==> src/rtl/load_store_unit.sv <==
// Load/store unit: one byte/half/word access per request over valid/ready data-bus channels.
// Handles strobe generation, store lane replication, load extraction/extension and misalignment aborts.
module load_store_unit #(
    parameter int unsigned DATA_WIDTH = 32,
    parameter int unsigned ADDR_WIDTH = 32
) (
    input  logic                      clk_i,
    input  logic                      rst_i,
    input  logic                      ls_start_i,
    input  logic                      ls_store_i,
    input  logic [1:0]                ls_size_i,
    input  logic                      ls_unsigned_i,
    input  logic [ADDR_WIDTH-1:0]     ls_addr_i,
    input  logic [DATA_WIDTH-1:0]     ls_wdata_i,
    output logic                      ls_busy_o,
    output logic                      ls_done_o,
    output logic                      ls_misaligned_o,
    output logic [DATA_WIDTH-1:0]     ls_rdata_o,
    output logic                      dr_addr_valid_o,
    input  logic                      dr_addr_ready_i,
    output logic [ADDR_WIDTH-1:0]     dr_addr_o,
    input  logic                      dr_data_valid_i,
    output logic                      dr_data_ready_o,
    input  logic [DATA_WIDTH-1:0]     dr_data_i,
    output logic                      dw_valid_o,
    input  logic                      dw_ready_i,
    output logic [ADDR_WIDTH-1:0]     dw_addr_o,
    output logic [DATA_WIDTH-1:0]     dw_data_o,
    output logic [DATA_WIDTH/8-1:0]   dw_strobe_o,
    input  logic                      dw_resp_valid_i,
    output logic                      dw_resp_ready_o
);
    localparam int unsigned STRB_W   = DATA_WIDTH / 8;
    localparam int unsigned OFF_W    = $clog2(STRB_W);
    localparam int unsigned HALF_REP = DATA_WIDTH / 16;

    typedef enum logic [2:0] {
        IDLE, RD_REQ, RD_WAIT, WR_REQ, WR_WAIT, ERR
    } state_t;

    state_t                state_q, state_d;
    logic [ADDR_WIDTH-1:0] addr_q, addr_d;
    logic [OFF_W-1:0]      off_q, off_d;
    logic [1:0]            size_q, size_d;
    logic                  uns_q, uns_d;
    logic [DATA_WIDTH-1:0] wdata_q, wdata_d;
    logic [STRB_W-1:0]     strobe_q, strobe_d;
    logic [DATA_WIDTH-1:0] rdata_q, rdata_d;
    logic                  done_q, done_d;
    logic                  mis_q, mis_d;

    logic                  misaligned;
    logic [DATA_WIDTH-1:0] st_data;
    logic [STRB_W-1:0]     st_strobe;
    logic [DATA_WIDTH-1:0] ld_shifted;
    logic [DATA_WIDTH-1:0] ld_data;

    // Request decode: alignment check and store lane replication from the live inputs.
    always_comb begin
        misaligned = 1'b0;
        st_data    = ls_wdata_i;
        st_strobe  = '1;
        case (ls_size_i)
            2'd0: begin
                st_data   = {STRB_W{ls_wdata_i[7:0]}};
                st_strobe = STRB_W'(1) << ls_addr_i[OFF_W-1:0];
            end
            2'd1: begin
                misaligned = ls_addr_i[0];
                st_data    = {HALF_REP{ls_wdata_i[15:0]}};
                st_strobe  = STRB_W'(3) << ls_addr_i[OFF_W-1:0];
            end
            2'd2: misaligned = |ls_addr_i[OFF_W-1:0];
            default: misaligned = 1'b1;
        endcase
    end

    // Load lane extraction with sign/zero extension.
    always_comb begin
        ld_shifted = dr_data_i >> {off_q, 3'b000};
        case (size_q)
            2'd0:    ld_data = {{(DATA_WIDTH-8){~uns_q & ld_shifted[7]}}, ld_shifted[7:0]};
            2'd1:    ld_data = {{(DATA_WIDTH-16){~uns_q & ld_shifted[15]}}, ld_shifted[15:0]};
            default: ld_data = ld_shifted;
        endcase
    end

    always_ff @(posedge clk_i) begin
        if (rst_i) begin
            state_q  <= IDLE;
            addr_q   <= '0;
            off_q    <= '0;
            size_q   <= '0;
            uns_q    <= 1'b0;
            wdata_q  <= '0;
            strobe_q <= '0;
            rdata_q  <= '0;
            done_q   <= 1'b0;
            mis_q    <= 1'b0;
        end else begin
            state_q  <= state_d;
            addr_q   <= addr_d;
            off_q    <= off_d;
            size_q   <= size_d;
            uns_q    <= uns_d;
            wdata_q  <= wdata_d;
            strobe_q <= strobe_d;
            rdata_q  <= rdata_d;
            done_q   <= done_d;
            mis_q    <= mis_d;
        end
    end

    // Next-state and registered-output logic.
    always_comb begin
        state_d  = state_q;
        addr_d   = addr_q;
        off_d    = off_q;
        size_d   = size_q;
        uns_d    = uns_q;
        wdata_d  = wdata_q;
        strobe_d = strobe_q;
        rdata_d  = rdata_q;
        done_d   = 1'b0;
        mis_d    = 1'b0;
        case (state_q)
            IDLE: begin
                if (ls_start_i) begin
                    addr_d   = {ls_addr_i[ADDR_WIDTH-1:OFF_W], OFF_W'(0)};
                    off_d    = ls_addr_i[OFF_W-1:0];
                    size_d   = ls_size_i;
                    uns_d    = ls_unsigned_i;
                    wdata_d  = st_data;
                    strobe_d = st_strobe;
                    if (misaligned)      state_d = ERR;
                    else if (ls_store_i) state_d = WR_REQ;
                    else                 state_d = RD_REQ;
                end
            end
            RD_REQ:  if (dr_addr_ready_i) state_d = RD_WAIT;
            RD_WAIT: begin
                if (dr_data_valid_i) begin
                    rdata_d = ld_data;
                    done_d  = 1'b1;
                    state_d = IDLE;
                end
            end
            WR_REQ:  if (dw_ready_i) state_d = WR_WAIT;
            WR_WAIT: begin
                if (dw_resp_valid_i) begin
                    done_d  = 1'b1;
                    state_d = IDLE;
                end
            end
            ERR: begin
                done_d  = 1'b1;
                mis_d   = 1'b1;
                state_d = IDLE;
            end
            default: state_d = IDLE;
        endcase
    end

    assign ls_busy_o       = (state_q != IDLE);
    assign ls_done_o       = done_q;
    assign ls_misaligned_o = mis_q;
    assign ls_rdata_o      = rdata_q;
    assign dr_addr_valid_o = (state_q == RD_REQ);
    assign dr_addr_o       = addr_q;
    assign dr_data_ready_o = (state_q == RD_WAIT);
    assign dw_valid_o      = (state_q == WR_REQ);
    assign dw_addr_o       = addr_q;
    assign dw_data_o       = wdata_q;
    assign dw_strobe_o     = strobe_q;
    assign dw_resp_ready_o = (state_q == WR_WAIT);

endmodule

==> config.mk <==
export PLATFORM = sky130hd
export DESIGN_NAME = load_store_unit
export DESIGN_NICKNAME = d
export VERILOG_FILES = /design/src/rtl/load_store_unit.sv
export SDC_FILE = /design/constraint.sdc
export NUM_CORES = 1
export LEC_CHECK = 0
export CAP_MARGIN = 20
export CELL_PAD_IN_SITES_DETAIL_PLACEMENT = 1
export CELL_PAD_IN_SITES_GLOBAL_PLACEMENT = 2
export CORE_MARGIN = 2
export CORE_UTILIZATION = 20
export CTS_CLUSTER_SIZE = 30
export DETAILED_ROUTE_END_ITERATION = 6
export PLACE_DENSITY = 0.85
export SLEW_MARGIN = 20
export SYNTH_ARGS = -nofsm -noshare
export SYNTH_HDL_FRONTEND = slang
export SYNTH_SLANG_ARGS = --single-unit
==> constraint.sdc <==
create_clock -name clk_i -period 1.7 [get_ports clk_i]
set_clock_uncertainty 0.1 [all_clocks]
set_input_delay 0.255 -clock clk_i [delete_from_list [all_inputs] [get_ports clk_i]]
set_output_delay 0.255 -clock clk_i [all_outputs]
set_load 0.02 [all_outputs]
Word-level counts from Yosys, hierarchy flattened --
Cells that the tools add are included.
Operators by class: equality and inequality tests 13, multiplexer cells 16, reductions and logical operators 8, shifts and indexed selects 3, bitwise gates (word level) 3
Operator list (count):
- one-hot mux 32 bit (2 select lines) | 2
- >> shifter 32 x 5 -> 32 bit | 1
- two-way mux 3 bit | 6
- one-hot mux 3 bit (5 select lines) | 1
- one-hot mux 4 bit (2 select lines) | 1
- equality test 3 x 2 -> 1 bit, second input constant | 2
- equality test 3 bit, second input constant | 2
- != test 2 bit, second input constant | 3
- one-hot mux 1 bit (3 select lines) | 2
- AND reduction 5 bit | 1
- equality test 2 x 1 -> 1 bit, second input constant | 2
- zero test 2 bit | 2
- != test 2 x 1 -> 1 bit, second input constant | 2
- AND reduction 2 bit | 2
- << shifter 1 x 2 -> 4 bit, first input constant | 1
- << shifter 2 x 2 -> 4 bit, first input constant | 1
- equality test 3 x 1 -> 1 bit, second input constant | 1
- zero test 3 bit | 1
- two-way mux 1 bit | 3
- nonzero test 3 bit | 1
- bitwise AND 1 bit | 2
- equality test 2 bit, second input constant | 1
- two-way mux 2 bit | 1
- OR reduction 2 bit | 1
- inverter 1 bit | 1
Storage, ports and cells: input bits 107, word-level logic and storage cells 53, output and inout port bits 139, register bits after elaboration 108

Logic depth before layout (Yosys ltp) --
depth in word-level cells 5, gate-level depth with buffers 8, depth with buffers taken out 4

Worst setup path before layout --
OpenSTA, ideal clock, no wires.
path type reg-to-reg, start point reg state_q[2], end point reg rdata_q[30] (netlist: ls_rdata_o[30]), cell stages (with the launch flop) 8, library setup time 0.086 ns, path buffers 3, clock period less this slack 1.925 ns, arrival 1.739 ns, required time 1.514 ns, slack -0.225 ns, cells stage by stage dfxtp_1 buf_2 nor3b_1 and2_1 buf_2 buf_2 nor2_1 a211oi_1
Between the ends: word-level cells in the longest chain between the ends 2
Ends and longest elaborated chain:
- start: declaration | line 41 | state_t state_q, state_d;
- start signal: assignment | line 101 | state_q <= state_d;
- equality test 3 x 2 -> 1 bit
- named net dr_data_ready_o | line 23 | output logic dr_data_ready_o,
- AND reduction 2 bit (no source line)
- end signal: assignment | line 108 | rdata_q <= rdata_d;
- end: declaration | line 48 | logic [DATA_WIDTH-1:0] rdata_q, rdata_d;
The timed path passes the listed nets, and every way through them passes these cells. A chain may end at the register's enable or synchronous reset.

Worst setup path in the final report --
start point reg off_q[1], end point reg rdata_q[24] (netlist: ls_rdata_o[24])
Between the ends: word-level cells in the longest chain between the ends 3, elaborated cells between the ends (all ways) 4, classes of those cells 1 x shift; 1 x mux; 2 x bitwise
Ends and longest elaborated chain:
- start: declaration | line 43 | logic [OFF_W-1:0] off_q, off_d;
- start signal: assignment | line 92 | off_q <= '0;
- start signal: assignment | line 103 | off_q <= off_d;
- >> shifter 32 x 5 -> 32 bit (*) | line 80 | ld_shifted = dr_data_i >> {off_q, 3'b000};
- bitwise AND 1 bit (on tied branches) | line 83, 82
- one-hot mux 32 bit (2 select lines) (*) | line 81 | case (size_q)
Every way passes the cells marked *; elsewhere a longest branch is shown, timed or not.

==> flow_summary.toml <==
[synthesis]
netlist_instances = 620
ys_async_sr_fraction = 0
ys_seq_area_frac = 0.430
synth-seq-cells = 108
netlist_top_cells_area = "dfxtp_1, nand2_1, a21oi_1"
synth_area_mm2 = 0.00503
synth_compound_area_frac = 0.189
synthMuxAreaShare = 0.0898
synthXorXnorAreaFrac = 0
synth_top_cell_by_area = "dfxtp_1"
synth-edff-count = 0
ys.flop_type = "dfxtp_1"
post_synth_most_frequent_cells = "nand2_1, dfxtp_1, a21oi_1"
syn_area_per_cell_um2 = 8.11
netlist.area_leader.share = 0.430
synth_cell_types = 41
synth_top_family_by_area = "simple AND/OR/NAND/NOR gates"
synth_warnings = 0
yosysMostFrequentCell = "nand2_1"
synth_fa_ha_area_frac = 0
yosys.area_share.simple = 0.189

[floorplan]
die_h_um = 163
fp-row-count = 58
design.core.area_mm2 = 0.0250
num_io_pins = 246
floorplan.initialDensity = 0.201
die_x_um = 163
fp.dieArea_mm2 = 0.0264

[global_routing]
grt_overflow_total = 0
grt_first_pass_wirelength_mm = 29.3
first_global_vias = 5322
gr-usage-all-layers = 0.141
antenna_found_initial = 0
grt_max_degree = 38

[power]
p_leak_nw = 3.83
ir_drop_v = 0.000399
p_per_area_mw_per_mm2 = 938
total_power_mw = 7.75

[clock_network]
clkTransAtPathRegs_ps = 80
cts_max_path_buffers = 2
cts.root.buffer_cell = "clkbuf_16"
clkSinkCount = 108
postCtsHoldBufs = 0
numCtsBuffers = 9
cts_tree = "done"
h-tree-depth = 3
clk_latency_ps = 360

[sta]
hold_viol = 0
fmax_ghz = 0.583
min_period_ps = 1720
timing.final.ws_setup_ps = -15.2
rsz0062_at_grt = "yes"
finalSetupViolCount = 6
post-route-period-util = 1.01
slew_viol_final = 0

[place]
placed_cells = 1162
place_ws_ps = -378
portBuffers = 241
gp_congestion = 0.765
dp_hpwl_mm = 14.4

[worst_setup_path]
required_ps = 1830
cp_max_fo = 9
worstSetupEndpointType = "flip-flop"
start_kind = "flip-flop"
path_class = "reg -> reg"
slowest_delay_ps = 530
cp_top_family = "multiplexers"
slowest_stage = "mux4_2"
path_cells = "mux4_2 -> a2bb2oi_1 -> a21oi_2 -> buf_6 -> a211oi_1"
reg2reg_slack_ps = -20
critPathBufInv = 1
cp_data_arrival_time_ps = 1850

[outcome]
status = "finished with violations"
violations = "setup timing"

[route]
drt_pass1_iterations = 4
drt_iter0_drc = 193
drc = 0
avgRoutedWirePerCell_um = 16.0
ant_nets = 0
routed_wl_mm = 18.9
vias = 5128
drt-vias-per-instance = 4.35

[layout]
num_antenna_cells = 0
areaGrowthSynthToFinish_pct = 64.2
drive_above_1_share = 0.141
final_cells = 1180
nNetsFinal = 952

[hold_path]
hold_class = "in -> reg"

[job]
maxCapViolCount = 0
-- state kept, by name, indices dropped and copies added, names as in the netlist --
register	cells
dw_data_o	32
ls_rdata_o	32
dr_addr_o	30
dw_strobe_o	4
state_q	3
off_q	2
size_q	2
ls_done_o	1
ls_misaligned_o	1
uns_q	1
-- kinds of logic (layout without fill, tap and decap cells) --
| family | count (synthesis) | in the layout |
|---|---|---|
| and+or+nand+nor | 230 | 230 |
| AOI/OAI and AO/OA | 150 | 150 |
| DFF | 108 | 108 |
| buffers and inverters | 89 | 316 |
| muxes | 42 | 42 |
| other | 1 | 4 |
-- power breakdown --
group / total, mW / switching (mW) / internal [mW] / leakage (nW)
Sequential: 2.99 / 0.193 / 2.80 / 0.885
Combinational: 2.65 / 1.43 / 1.21 / 2.81
Clock: 2.11 / 1.08 / 1.03 / 0.138
-- final cells by class --
class | count | area [um^2]
clock buffers | 10 | 229
clock inverters | 6 | 56.3
fillers | 2988 | 16700
inverters | 3 | 11.3
multi-input cells | 426 | 2450
flip-flops and latches | 108 | 2170
well taps | 330 | 413
repair buffers | 297 | 2930
-- worst reg2reg max path: stages, from the launching register on --
cell and delay [ps]:
dfxtp_4 370, mux4_2 530, a2bb2oi_1 160, a21oi_2 190, buf_6 170, a211oi_1 80
-- what timing repair did --
| action | in CTS | in global routing |
|---|---|---|
| setup endpoints to repair | 114 | 58 |
| pin swaps | 6 | 4 |
| buffers inserted | 1 | 1 |
| resized for setup | 125 | 41 |
| hold endpoints to repair | 0 | 0 |
-- layer usage --
layer,vias to the layer above,track usage,wire length (um)
met4,0,0.0358,256
met1,2427,0.172,8230
li1,2534,-,-
met2,147,0.243,9160
met5,-,0,0
met3,20,0.0407,1250
-- metrics by stage --
stage | instance area, um^2 | util | hold WS (ps) | setup TNS, ps
4_1_cts | 8160 | 0.327 | 237 | -234
3_3_place_gp | 7920 | 0.317 | 341 | -6750
5_1_grt | 8260 | 0.331 | 249 | -991
6_report | 8260 | 0.331 | 233 | -59.9
3_5_place_dp | 7920 | 0.317 | 348 | -8000
2_1_floorplan | 5050 | - | 283 | 0
-- cell usage in the layout, fill, tap and decap left out, types with 6 or more instances in the layout --
master             n
dlygate4sd2_1     87
a21oi_2            9
clkdlybuf4s50_1  117
nand2_1          145
a311oi_1          10
mux2_2            15
nor3_1            11
dlymetal6s2s_1    31
mux2i_1           26
dfxtp_1          104
a21oi_1           61
a211oi_1          23
clkbuf_16          9
o211ai_1          15
o21ai_0           12
buf_12            11
nor2b_1            6
buf_4             44
nor2_1            48
o2bb2ai_1          7
-- final timing paths --
| kind | from | end | cells past startpoint |
|---|---|---|---|
| hold / removal | rst_i | off_q[1] | 2 |
| setup reg to reg | off_q[1] | ls_rdata_o[24] | 5 |
| hold reg to reg | dw_data_o[1] | dw_data_o[1] | 2 |
| setup / recovery | off_q[1] | ls_rdata_o[24] | 5 |
(Power assumes the default switching activity.)
